File: src/rtl/if_fetch_ctrl.sv
// if_fetch_ctrl: owns the fetch PC, drives the combinational instruction memory,
// and buffers fetched {pc, inst} pairs in a small FIFO toward decode.
// Handles decode back-pressure, branch/jump redirects and out-of-range fetches.
module if_fetch_ctrl #(
   parameter logic [31:0] RESET_PC  = 32'h0000_0000,
   parameter int          DEPTH     = 2,
   parameter int          MEM_WORDS = 1001,
   parameter logic [31:0] NOP_INST  = 32'h0000_0013
) (
   input  logic        clk,
   input  logic        rst,
   output logic        imem_ce,
   output logic [31:0] imem_addr,
   input  logic [31:0] imem_inst,
   input  logic        redirect_valid,
   input  logic [31:0] redirect_pc,
   input  logic        id_ready,
   output logic        if_valid,
   output logic [31:0] if_inst,
   output logic [31:0] if_pc
);

   localparam int               PTR_W       = $clog2(DEPTH);
   localparam int               CNT_W       = $clog2(DEPTH) + 1;
   localparam logic [CNT_W-1:0] DEPTH_C     = CNT_W'(DEPTH);
   localparam logic [31:0]      MEM_WORDS_C = 32'(MEM_WORDS);

   // IDLE is the single bubble cycle after reset; FETCH is normal operation.
   typedef enum logic [0:0] {
      ST_IDLE  = 1'b0,
      ST_FETCH = 1'b1
   } state_t;

   state_t            r_state;
   state_t            w_state_next;
   logic              w_fetch_st;

   logic [31:0]       r_fpc;
   logic [PTR_W-1:0]  r_rd_ptr;
   logic [PTR_W-1:0]  r_wr_ptr;
   logic [CNT_W-1:0]  r_count;

   logic [31:0]       r_buf_pc   [DEPTH];
   logic [31:0]       r_buf_inst [DEPTH];

   logic              w_pop;
   logic              w_fetch_ok;
   logic              w_in_range;
   logic [31:0]       w_push_inst;
   logic [31:0]       w_redir_target;

   logic              r_chk_vld;
   logic [31:0]       r_chk_pc;

   // FSM state register.
   always_ff @(posedge clk) begin
      if (rst) begin
         r_state <= ST_IDLE;
      end else begin
         r_state <= w_state_next;
      end
   end

   // FSM next state: IDLE always falls through to FETCH, FETCH is absorbing.
   always_comb begin
      w_state_next = r_state;
      w_fetch_st   = 1'b0;
      case (r_state)
         ST_IDLE: begin
            w_state_next = ST_FETCH;
         end
         ST_FETCH: begin
            w_state_next = ST_FETCH;
            w_fetch_st   = 1'b1;
         end
         default: begin
            w_state_next = ST_IDLE;
         end
      endcase
   end

   // Fetch decision and memory drive. A full buffer may still accept a word
   // when the head leaves in the same cycle, which keeps 1 instr/cycle.
   always_comb begin
      w_pop          = if_valid & id_ready;
      w_in_range     = {2'b00, r_fpc[31:2]} < MEM_WORDS_C;
      w_fetch_ok     = w_fetch_st & ~redirect_valid & ((r_count < DEPTH_C) | w_pop);
      imem_ce        = w_fetch_ok & w_in_range;
      imem_addr      = imem_ce ? r_fpc : 32'h0000_0000;
      w_push_inst    = w_in_range ? imem_inst : NOP_INST;
      // Low target bits are dropped: misaligned redirects are silently aligned.
      w_redir_target = redirect_pc & 32'hFFFF_FFFC;
   end

   // Fetch PC and FIFO bookkeeping; a redirect discards everything buffered.
   always_ff @(posedge clk) begin
      if (rst) begin
         r_fpc    <= RESET_PC;
         r_rd_ptr <= '0;
         r_wr_ptr <= '0;
         r_count  <= '0;
      end else if (redirect_valid) begin
         r_fpc    <= w_redir_target;
         r_rd_ptr <= '0;
         r_wr_ptr <= '0;
         r_count  <= '0;
      end else begin
         if (w_fetch_ok) begin
            r_wr_ptr <= r_wr_ptr + PTR_W'(1);
            r_fpc    <= r_fpc + 32'd4;
         end
         if (w_pop) begin
            r_rd_ptr <= r_rd_ptr + PTR_W'(1);
         end
         case ({w_fetch_ok, w_pop})
            2'b10:   r_count <= r_count + CNT_W'(1);
            2'b01:   r_count <= r_count - CNT_W'(1);
            default: r_count <= r_count;
         endcase
      end
   end

   // Buffer storage: write the fetched pair at the tail. Contents need no
   // reset because the count alone says which entries are meaningful.
   always_ff @(posedge clk) begin
      if (!rst && w_fetch_ok) begin
         r_buf_pc[r_wr_ptr]   <= r_fpc;
         r_buf_inst[r_wr_ptr] <= w_push_inst;
      end
   end

   // Head presentation straight from buffer registers, zeroed when empty.
   always_comb begin
      if_valid = (r_count != '0);
      if_pc    = if_valid ? r_buf_pc[r_rd_ptr]   : 32'h0000_0000;
      if_inst  = if_valid ? r_buf_inst[r_rd_ptr] : 32'h0000_0000;
   end

   // Track the last delivered PC so consecutive pops can be checked for +4.
   always_ff @(posedge clk) begin
      if (rst) begin
         r_chk_vld <= 1'b0;
         r_chk_pc  <= 32'h0000_0000;
      end else begin
         if (w_pop) begin
            if (r_chk_vld) begin
               assert (if_pc == r_chk_pc + 32'd4);
            end
            r_chk_pc  <= if_pc;
            r_chk_vld <= 1'b1;
         end
         if (redirect_valid) begin
            r_chk_vld <= 1'b0;
         end
      end
   end

   a_count_bound: assert property (@(posedge clk) disable iff (rst) r_count <= DEPTH_C);
   a_addr_align:  assert property (@(posedge clk) disable iff (rst) imem_addr[1:0] == 2'b00);

endmodule

File: config.mk
export PLATFORM = sky130hd
export DESIGN_NAME = if_fetch_ctrl
export DESIGN_NICKNAME = d
export VERILOG_FILES = /design/src/rtl/if_fetch_ctrl.sv
export SDC_FILE = /design/constraint.sdc
export NUM_CORES = 1
export LEC_CHECK = 0
export ABC_AREA = 1
export CAP_MARGIN = 20
export CORE_MARGIN = 5
export CORE_UTILIZATION = 55
export CTS_BUF_LIST = sky130_fd_sc_hd__clkbuf_8 sky130_fd_sc_hd__clkbuf_16
export DETAILED_ROUTE_END_ITERATION = 10
export PLACE_DENSITY = 0.94
export SLEW_MARGIN = 15
export SYNTH_ARGS = -nofsm -noshare
export SYNTH_HDL_FRONTEND = slang
export SYNTH_SLANG_ARGS = --single-unit
export TNS_END_PERCENT = 10
File: constraint.sdc
create_clock -name clk -period 16.15 [get_ports clk]
set_clock_uncertainty 0.05 [all_clocks]
set_input_delay 4.0375 -clock clk [delete_from_list [all_inputs] [get_ports clk]]
set_output_delay 4.0375 -clock clk [all_outputs]
set_load 0.02 [all_outputs]
Word-level counts from Yosys, hierarchy flattened

Memories as Yosys holds them, arrays and structs flattened. A register that Yosys moved wholly into a read port is not among the register bits.
Index checks and enable logic that the tools add are counted.

Output and inout bits: 98
Memories kept: 2
Memory bits (writable): 128
Word-level logic and storage cells: 44
Bits of input ports: 68
Register bits: 37

Reduce and logical (&&, ||, !) cells: 6
Mux-type cells: 15
Order comparisons: 2
Bitwise gates (word level): 6
Eq/ne operators: 2
$add $sub $neg: 5

Memories:

| memory     | words | bits a word | read ports | clocked after Yosys merged registers in | write ports | line | text |
|---|---|---|---|---|---|---|---|
| r_buf_inst | 2     | 32          | 1          | 1                                       | 1           | 44   | `logic [31:0] r_buf_inst [DEPTH];` |
| r_buf_pc   | 2     | 32          | 1          | 1                                       | 1           | 43   | `logic [31:0] r_buf_pc [DEPTH];` |

Operators by type and width:

| operator                                                     | count |
|---|---|
| two-way mux 32 bit                                           | 6 |
| adder 32 x 3 -> 32 bit, second input constant                | 1 |
| less-than comparator 30 x 10 -> 1 bit, second input constant | 1 |
| two-way mux 1 bit                                            | 8 |
| nonzero test 2 bit                                           | 3 |
| AND 1 bit                                                    | 4 |
| case mux 2 bit (2 select lines)                              | 1 |
| adder 1 bit, second input constant                           | 2 |
| adder 2 x 1 -> 2 bit, second input constant                  | 1 |
| equality test 2 x 1 -> 1 bit, second input constant          | 1 |
| equality test 2 bit, second input constant                   | 1 |
| less-than comparator 2 bit, second input constant            | 1 |
| OR reduction 2 bit                                           | 1 |
| subtractor 2 x 1 -> 2 bit, second input constant             | 1 |
| logical AND 1 bit                                            | 1 |
| logical NOT 1 bit                                            | 1 |
| NOT 1 bit                                                    | 1 |
| bitwise OR 1 bit                                             | 1 |

Longest topological paths before layout

Gate-level depths: netlist of the first run.

Depth after elaboration: 7
Depth in mapped cells: 10
Gate-level depth less buffers: 9

Least setup slack after synthesis of the first run

No wires, ideal clock.

Kind: in2reg
Start point: in id_ready
End point: mem r_buf_inst[1][0], enable pin
Setup slack: 6895 ps
Stages on the path: 4
Library setup time: 558 ps
Required time: 15542 ps
Path buffers: 0
Arrival: 8647 ps
Path through: inv_1 > a21boi_4 > nand2_4 > nor3_1

Longest elaborated chain between the ends: 6

RTL lines:

| what                                    | line | text |
|---|---|---|
| start, declared                         | 17   | `input logic id_ready,` |
| AND 1 bit                               | 85   | `w_pop = if_valid & id_ready;` |
| bitwise OR 1 bit                        | 87   | `w_fetch_ok = w_fetch_st & ~redirect_valid & ((r_count < DEPTH_C) \| w_pop);` |
| AND 1 bit                               | 87   |  |
| logical AND 1 bit                       | 126  | `if (!rst && w_fetch_ok) begin` |
| two-way mux 1 bit                       | 126  |  |
| two-way mux 1 bit (not written as such) | 128  | `r_buf_inst[r_wr_ptr] <= w_push_inst;` |
| end, declared                           | 44   |  |

No other way between the ends.

Worst setup path after layout of the first run

Start point: in redirect_valid
End point: out imem_ce

Longest elaborated chain between the ends: 4

RTL lines:

| what                    | line | text |
|---|---|---|
| start, declared         | 15   | `input logic redirect_valid,` |
| NOT 1 bit               | 87   |  |
| AND 1 bit (2 in series) | 87   |  |
| AND 1 bit               | 88   | `imem_ce = w_fetch_ok & w_in_range;` |
| end, declared           | 12   | `output logic imem_ce,` |

No other way between the ends.

==> results of run 1 <==
per-layer routing:
metal / part of all wire (%) / GRT usage [%] / up-vias
met1: 39 / 28.9 / 2892
li1: - / - / 2965
met3: 9.4 / 4.00 / 37
met4: 1.4 / 5.81 / 0
met2: 51 / 38.8 / 325
met5: 0 / 0 / -
path summary, 6_finish.rpt:
path,endpoint,start,cells after the start,slack (ns)
worst min register to register,r_wr_ptr,r_wr_ptr,2,0.44
worst max-delay path,imem_ce,redirect_valid,8,5.54
worst min-delay path,r_wr_ptr,r_wr_ptr,2,0.44
worst max register to register,r_buf_inst[1][1],r_fpc[19],7,13.73
cell families after synthesis:
kind of cell,Yosys count
XOR/XNOR,6
buffers and inverters,132
flip-flops,160
AO/OA/AOI/OAI,131
AND/OR/NAND/NOR,397
adder cells (fa/ha/maj),3
other,1
cells in the mapped netlist (2+ instances only):
| cell | count |
|---|---|
| nand2_1 | 252 |
| edfxtp_1 | 124 |
| a21oi_1 | 86 |
| inv_1 | 62 |
| nor2_1 | 39 |
| nand3_1 | 38 |
| dfxtp_1 | 36 |
| and3_1 | 29 |
| buf_4 | 28 |
| clkbuf_1 | 25 |
| nor2_2 | 15 |
| o21ai_0 | 15 |
| o21ai_1 | 9 |
| inv_2 | 8 |
| nor2_4 | 7 |
| o21ai_2 | 7 |
| xor2_1 | 6 |
| a31oi_1 | 5 |
| nor3_1 | 4 |
| a21oi_2 | 3 |
| buf_2 | 3 |
| buf_6 | 3 |
| ha_1 | 3 |
| nand2_2 | 3 |
| and2_1 | 2 |
| nand2_4 | 2 |
| nor3b_1 | 2 |
| o211ai_1 | 2 |
layout make-up:
type                       count  area, µm²  area share (%)
sequential                   160       4450            46.2
multi-input combinational    561       2680            27.9
timing repair buffer         147       1460            15.2
clock buffer                  17        425            4.42
inverter                      72        275            2.86
tap                          180        225            2.34
clock inverter                15        110            1.14
tightest hold or removal path, delay by kind of cell (launching register included):
family	cells	cell delay, ns
AO/OA/AOI/OAI	1	0.06
AND/OR/NAND/NOR	1	0.07
flip-flops	1	0.32
report_power, final:
group | switching (µW) | internal (µW)
clock | 154 | 208
combinational | 54.9 | 39.3
sequential | 11.5 | 455
per-stage QoR:
| step | hold slack [ns] | cell area (µm²) | setup slack [ns] | total power (µW) |
|---|---|---|---|---|
| 2_1_floorplan | 0.394 | 7740 | 6.89 | 530 |
| 4_1_cts | 0.438 | 9610 | 5.52 | 924 |
| 6_report | 0.444 | 9630 | 5.54 | 923 |
| 5_1_grt | 0.456 | 9630 | 5.33 | 955 |
| 3_5_place_dp | 0.429 | 9070 | 5.53 | 568 |
| 3_3_place_gp | 0.403 | 9070 | 5.60 | 565 |
state kept, by name, summed over array words and instances (netlist names), named ones only:
signal / count
r_wr_ptr: 1
r_fpc: 30
r_state: 1
r_buf_pc: 60
r_buf_inst: 64
r_rd_ptr: 1
r_count: 2
cells in the final DEF (no fill, tap or decap), drive strengths merged, types with 5 or more instances in the layout:
cell type,Yosys,routed
dfxtp,36,36
nand3,38,38
clkdlybuf4s50,0,139
clkinv,2,6
nor3,5,5
conb,1,24
and3,29,29
clkbuf,25,17
a31oi,5,5
buf,35,8
edfxtp,124,124
nor2,61,61
inv,70,76
o21ai,31,31
nand2,257,257
a21oi,89,89
xor2,6,6
==> results.yml, run 1 <==
clocking:
  post_cts_buffers: 0
  cts_max_level: 4
  root_buffer: "clkbuf_16"
  cts_tree: "done"
  cts_resized: 0
  cts-buffers-inserted: 17
  cts_hold_buf: 0
  clkSinkCount: 160
  clock_latency_ns: 0.42
  cts.clk_slew.worst_paths_ns: 0.06
  clock_path_buffers: 2
synth:
  synthSimpleGateAreaFrac_pct: 23.0
  synth_top_area_cell: "edfxtp_1"
  synthAdderAreaFrac_pct: 0.490
  synth_xor_area_share_pct: 0.687
  synth-main-ff-cell: "edfxtp_1"
  yosys.cell_types.count: 40
  muxShareOfSynthArea_pct: 0
  synth_top_family_by_area: "simple AND/OR/NAND/NOR gates"
  synth-edff-count: 124
  syn-cell-area_um2: 7650
  ys_warn_count: 0
  syn_inst: 830
  synth_top_cell_area_share_pct: 48.7
  async_reset_ff_share_pct: 0
  synth_compound_area_share_pct: 9.50
  syn_avg_cell_area_um2: 9.22
  synth_seq_area_share_pct: 58.1
  synthTopCellsByArea: "edfxtp_1, nand2_1, dfxtp_1"
  ys_ff_latch: 160
setup_path:
  critPathMaxFanout: 29
  cpMostUsedCell: "clkdlybuf4s50_1"
  startpoint_type: "primary input"
  end_kind: "output port"
  worstPathArrival_ns: 6.52
  critPathBufInv: 6
  slowest_stage: "clkdlybuf4s50_1"
  cpPeakStageDelay_ns: 0.54
  cp_cell_sequence: "clkdlybuf4s50_1 -> buf_4 -> clkinv_1 -> nand2_4 -> clkinv_4 -> nand2_2 -> inv_1 -> clkdlybuf4s50_1"
  cp_top_family: "buffers and inverters"
  critical_path_class: "primary input to output port"
  worst_ep_required_time_ns: 12.06
drt:
  routedWlPerCell_um: 15.8
  antenna_left: 0
  dr.first_iter.drc_count: 668
  num_vias: 6219
  drt-total-wl_mm: 18.2
  via_per_inst: 5.40
  drc: 0
  first_pass_iters: 6
pwr:
  powerDensity_nw_per_um2: 95.9
  vdd_drop_max_v: 0.0000758
  leakage_uw: 0.00362
layout:
  diodes: 0
  fin_nets: 1030
  fillers: 957
  stdcell_count: 1152
  drive_above_1_share_pct: 9.05
  syn_to_final_growth_pct: 25.8
  utilization_pct: 69.9
place:
  portBuffers: 139
  gp_congestion: 0.890
  placed_cells: 1119
  dp_hpwl_mm: 11.7
die:
  core_um2: 13800
  ioPinCount: 166
  initial_core_util_pct: 55.6
  die-height_um: 128
  die-area_um2: 16400
  fp-row-count: 43
  die_w_um: 128
global_routing:
  antenna_found_initial: 0
  grt_usage_pct: 22.3
  grt_max_degree: 65
  grt_pass1_vias: 5901
  grt_pass1_wl_mm: 29.0
  overflow: 0
timing:
  worst_pin_slew_ns: 1.03
  tns_ns: 0
  final-setup-viol-count: 0
  relSlewSlack_pct: 31.6
  min_period_over_period_pct: 65.7
  fmax_mhz: 94.3
  rsz0062_at_grt: "no"
  fin_crit_ns: 10.61
  hold_violations: 0
  slew_violations: 0
hold_path:
  hold_path.class: "flop to flop"
job:
  maxCapViolCount: 0
status:
  status: "finished, final reports clean"
(Power assumes the default switching activity.)
==> run 2, diff against run 1 <==
--- a/config.mk
+++ b/config.mk
@@ -8,10 +8,10 @@
 export ABC_AREA = 1
 export CAP_MARGIN = 20
 export CORE_MARGIN = 5
-export CORE_UTILIZATION = 55
+export CORE_UTILIZATION = 46
 export CTS_BUF_LIST = sky130_fd_sc_hd__clkbuf_8 sky130_fd_sc_hd__clkbuf_16
 export DETAILED_ROUTE_END_ITERATION = 10
-export PLACE_DENSITY = 0.94
+export PLACE_DENSITY = 0.84
 export SLEW_MARGIN = 15
 export SYNTH_ARGS = -nofsm -noshare
 export SYNTH_HDL_FRONTEND = slang
==> constraint.sdc (replaced) <==
create_clock -name clk -period 9.6 [get_ports clk]
set_clock_uncertainty 0.05 [all_clocks]
set_input_delay 2.4 -clock clk [delete_from_list [all_inputs] [get_ports clk]]
set_output_delay 2.4 -clock clk [all_outputs]
set_load 0.02 [all_outputs]
==> run 2 against run 1 <==
- die area up 18%
- non-clock buffer count decreased by 1
- highest routed layer unchanged
- via count down 1.7%
- global-route usage down 3.3 points
- sequential share of layout area down 0.24 points
- sequential cell count is the same
- critical path depth is the same
==> results.yml, run 2 (synthesized netlist as in run 1, its figures left out) <==
global_routing:
  grt_usage_pct: 19.0
  grt_pass1_vias: 5932
  grt_max_degree: 65
  antenna_found_initial: 0
  grt_pass1_wl_mm: 29.6
  overflow: 0
setup_path:
  end_kind: "output port"
  worst_ep_required_time_ns: 7.15
  worstPathArrival_ns: 4.89
  critical_path_class: "primary input to output port"
  critPathMaxFanout: 29
  startpoint_type: "primary input"
drt:
  routedWlPerCell_um: 15.7
  drt-total-wl_mm: 18.7
  num_vias: 6111
  first_pass_iters: 6
  via_per_inst: 5.13
  dr.first_iter.drc_count: 427
  drc: 0
  antenna_left: 0
timing:
  final-setup-viol-count: 0
  worst_pin_slew_ns: 1.11
  slew_violations: 0
  fmax_mhz: 136
  min_period_over_period_pct: 76.5
  fin_crit_ns: 7.34
  tns_ns: 0
  relSlewSlack_pct: 25.9
  hold_violations: 0
  rsz0062_at_grt: "no"
die:
  die_w_um: 139
  core_um2: 16500
  ioPinCount: 166
  initial_core_util_pct: 46.5
  die-height_um: 139
  fp-row-count: 47
  die-area_um2: 19300
place:
  dp_hpwl_mm: 12.1
  portBuffers: 139
  gp_congestion: 0.860
layout:
  mostFrequentLayoutCell: "nand2_1"
  syn_to_final_growth_pct: 26.4
  utilization_pct: 58.8
  largest_reg_flops: 64
  top_regs: "r_buf_inst: 64 flops, r_buf_pc: 60 flops, r_fpc: 30 flops"
  drive_above_1_share_pct: 9.17
  diodes: 0
  regMostFlops: "r_buf_inst"
  mostFrequentLayoutCells: "nand2_1, clkdlybuf4s50_1, edfxtp_1"
  fin_nets: 1029
clocking:
  clkSinkCount: 160
  clock_latency_ns: 0.42
  clock_path_buffers: 2
  cts_max_level: 4
  cts.clk_slew.worst_paths_ns: 0.06
  cts-buffers-inserted: 17
  post_cts_buffers: 0
  cts_tree: "done"
  cts_resized: 0
  root_buffer: "clkbuf_16"
  cts_hold_buf: 0
pwr:
  leakage_uw: 0.00362
  vdd_drop_max_v: 0.000133
  powerDensity_nw_per_um2: 161
status:
  status: "finished, final reports clean"
hold_path:
  hold_path.class: "flop to flop"
job:
  maxCapViolCount: 0
run 2: final cells by class:
type	count	area [µm²]
clock buffer	18	439
clock inverter	14	104
fill	1418	6790
inverter	72	275
multi-input combinational	561	2690
sequential	160	4450
tap	220	275
timing repair buffer	146	1450
run 2: worst paths after layout:
kind                  startpoint          endpoint  slack, ns  depth (start not counted)
setup reg to reg      r_count[1]  r_buf_inst[0][9]       7.21                          6
setup / recovery  redirect_valid      imem_addr[2]       2.26                          8
hold reg to reg         r_wr_ptr          r_wr_ptr       0.43                          2
hold / removal          r_wr_ptr          r_wr_ptr       0.43                          2
run 2: layer usage:
metal,track usage (%),vias up,wire (µm)
met1,22.6,2865,7580
met2,34.7,252,9670
li1,-,2969,-
met4,5.72,0,260
met5,0,-,0
met3,3.86,25,1230
run 2: worst max-delay path, stage by stage:
cell             delay [ns]
clkdlybuf4s50_1        0.45
buf_4                  0.31
clkinv_1               0.32
nand2_4                0.21
clkinv_4               0.20
nand2_2                0.36
nor2_1                 0.07
clkdlybuf4s50_1        0.56
run 2: power by group:
part | leakage (µW) | switching (µW) | total [µW] | internal [µW]
registers | 0.00134 | 19.2 | 785 | 765
logic | 0.00200 | 93.6 | 161 | 67.1
clock network | 0.000273 | 258 | 616 | 358
total | 0.00362 | 371 | 1560 | 1190
run 2: through the flow:
| stage | hold WS (ns) | setup slack (ns) | power (µW) | std cells | instance area, µm² |
|---|---|---|---|---|---|
| global placement | 0.403 | 2.31 | 952 | 1158 | 9110 |
| detailed placement | 0.413 | 2.27 | 957 | 1159 | 9130 |
| floorplan | 0.394 | 1.98 | 891 | 853 | 7740 |
| CTS | 0.422 | 2.23 | 1570 | 1191 | 9670 |
| global route | 0.446 | 2.06 | 1620 | 1191 | 9680 |
| finish | 0.427 | 2.26 | 1560 | 1191 | 9680 |
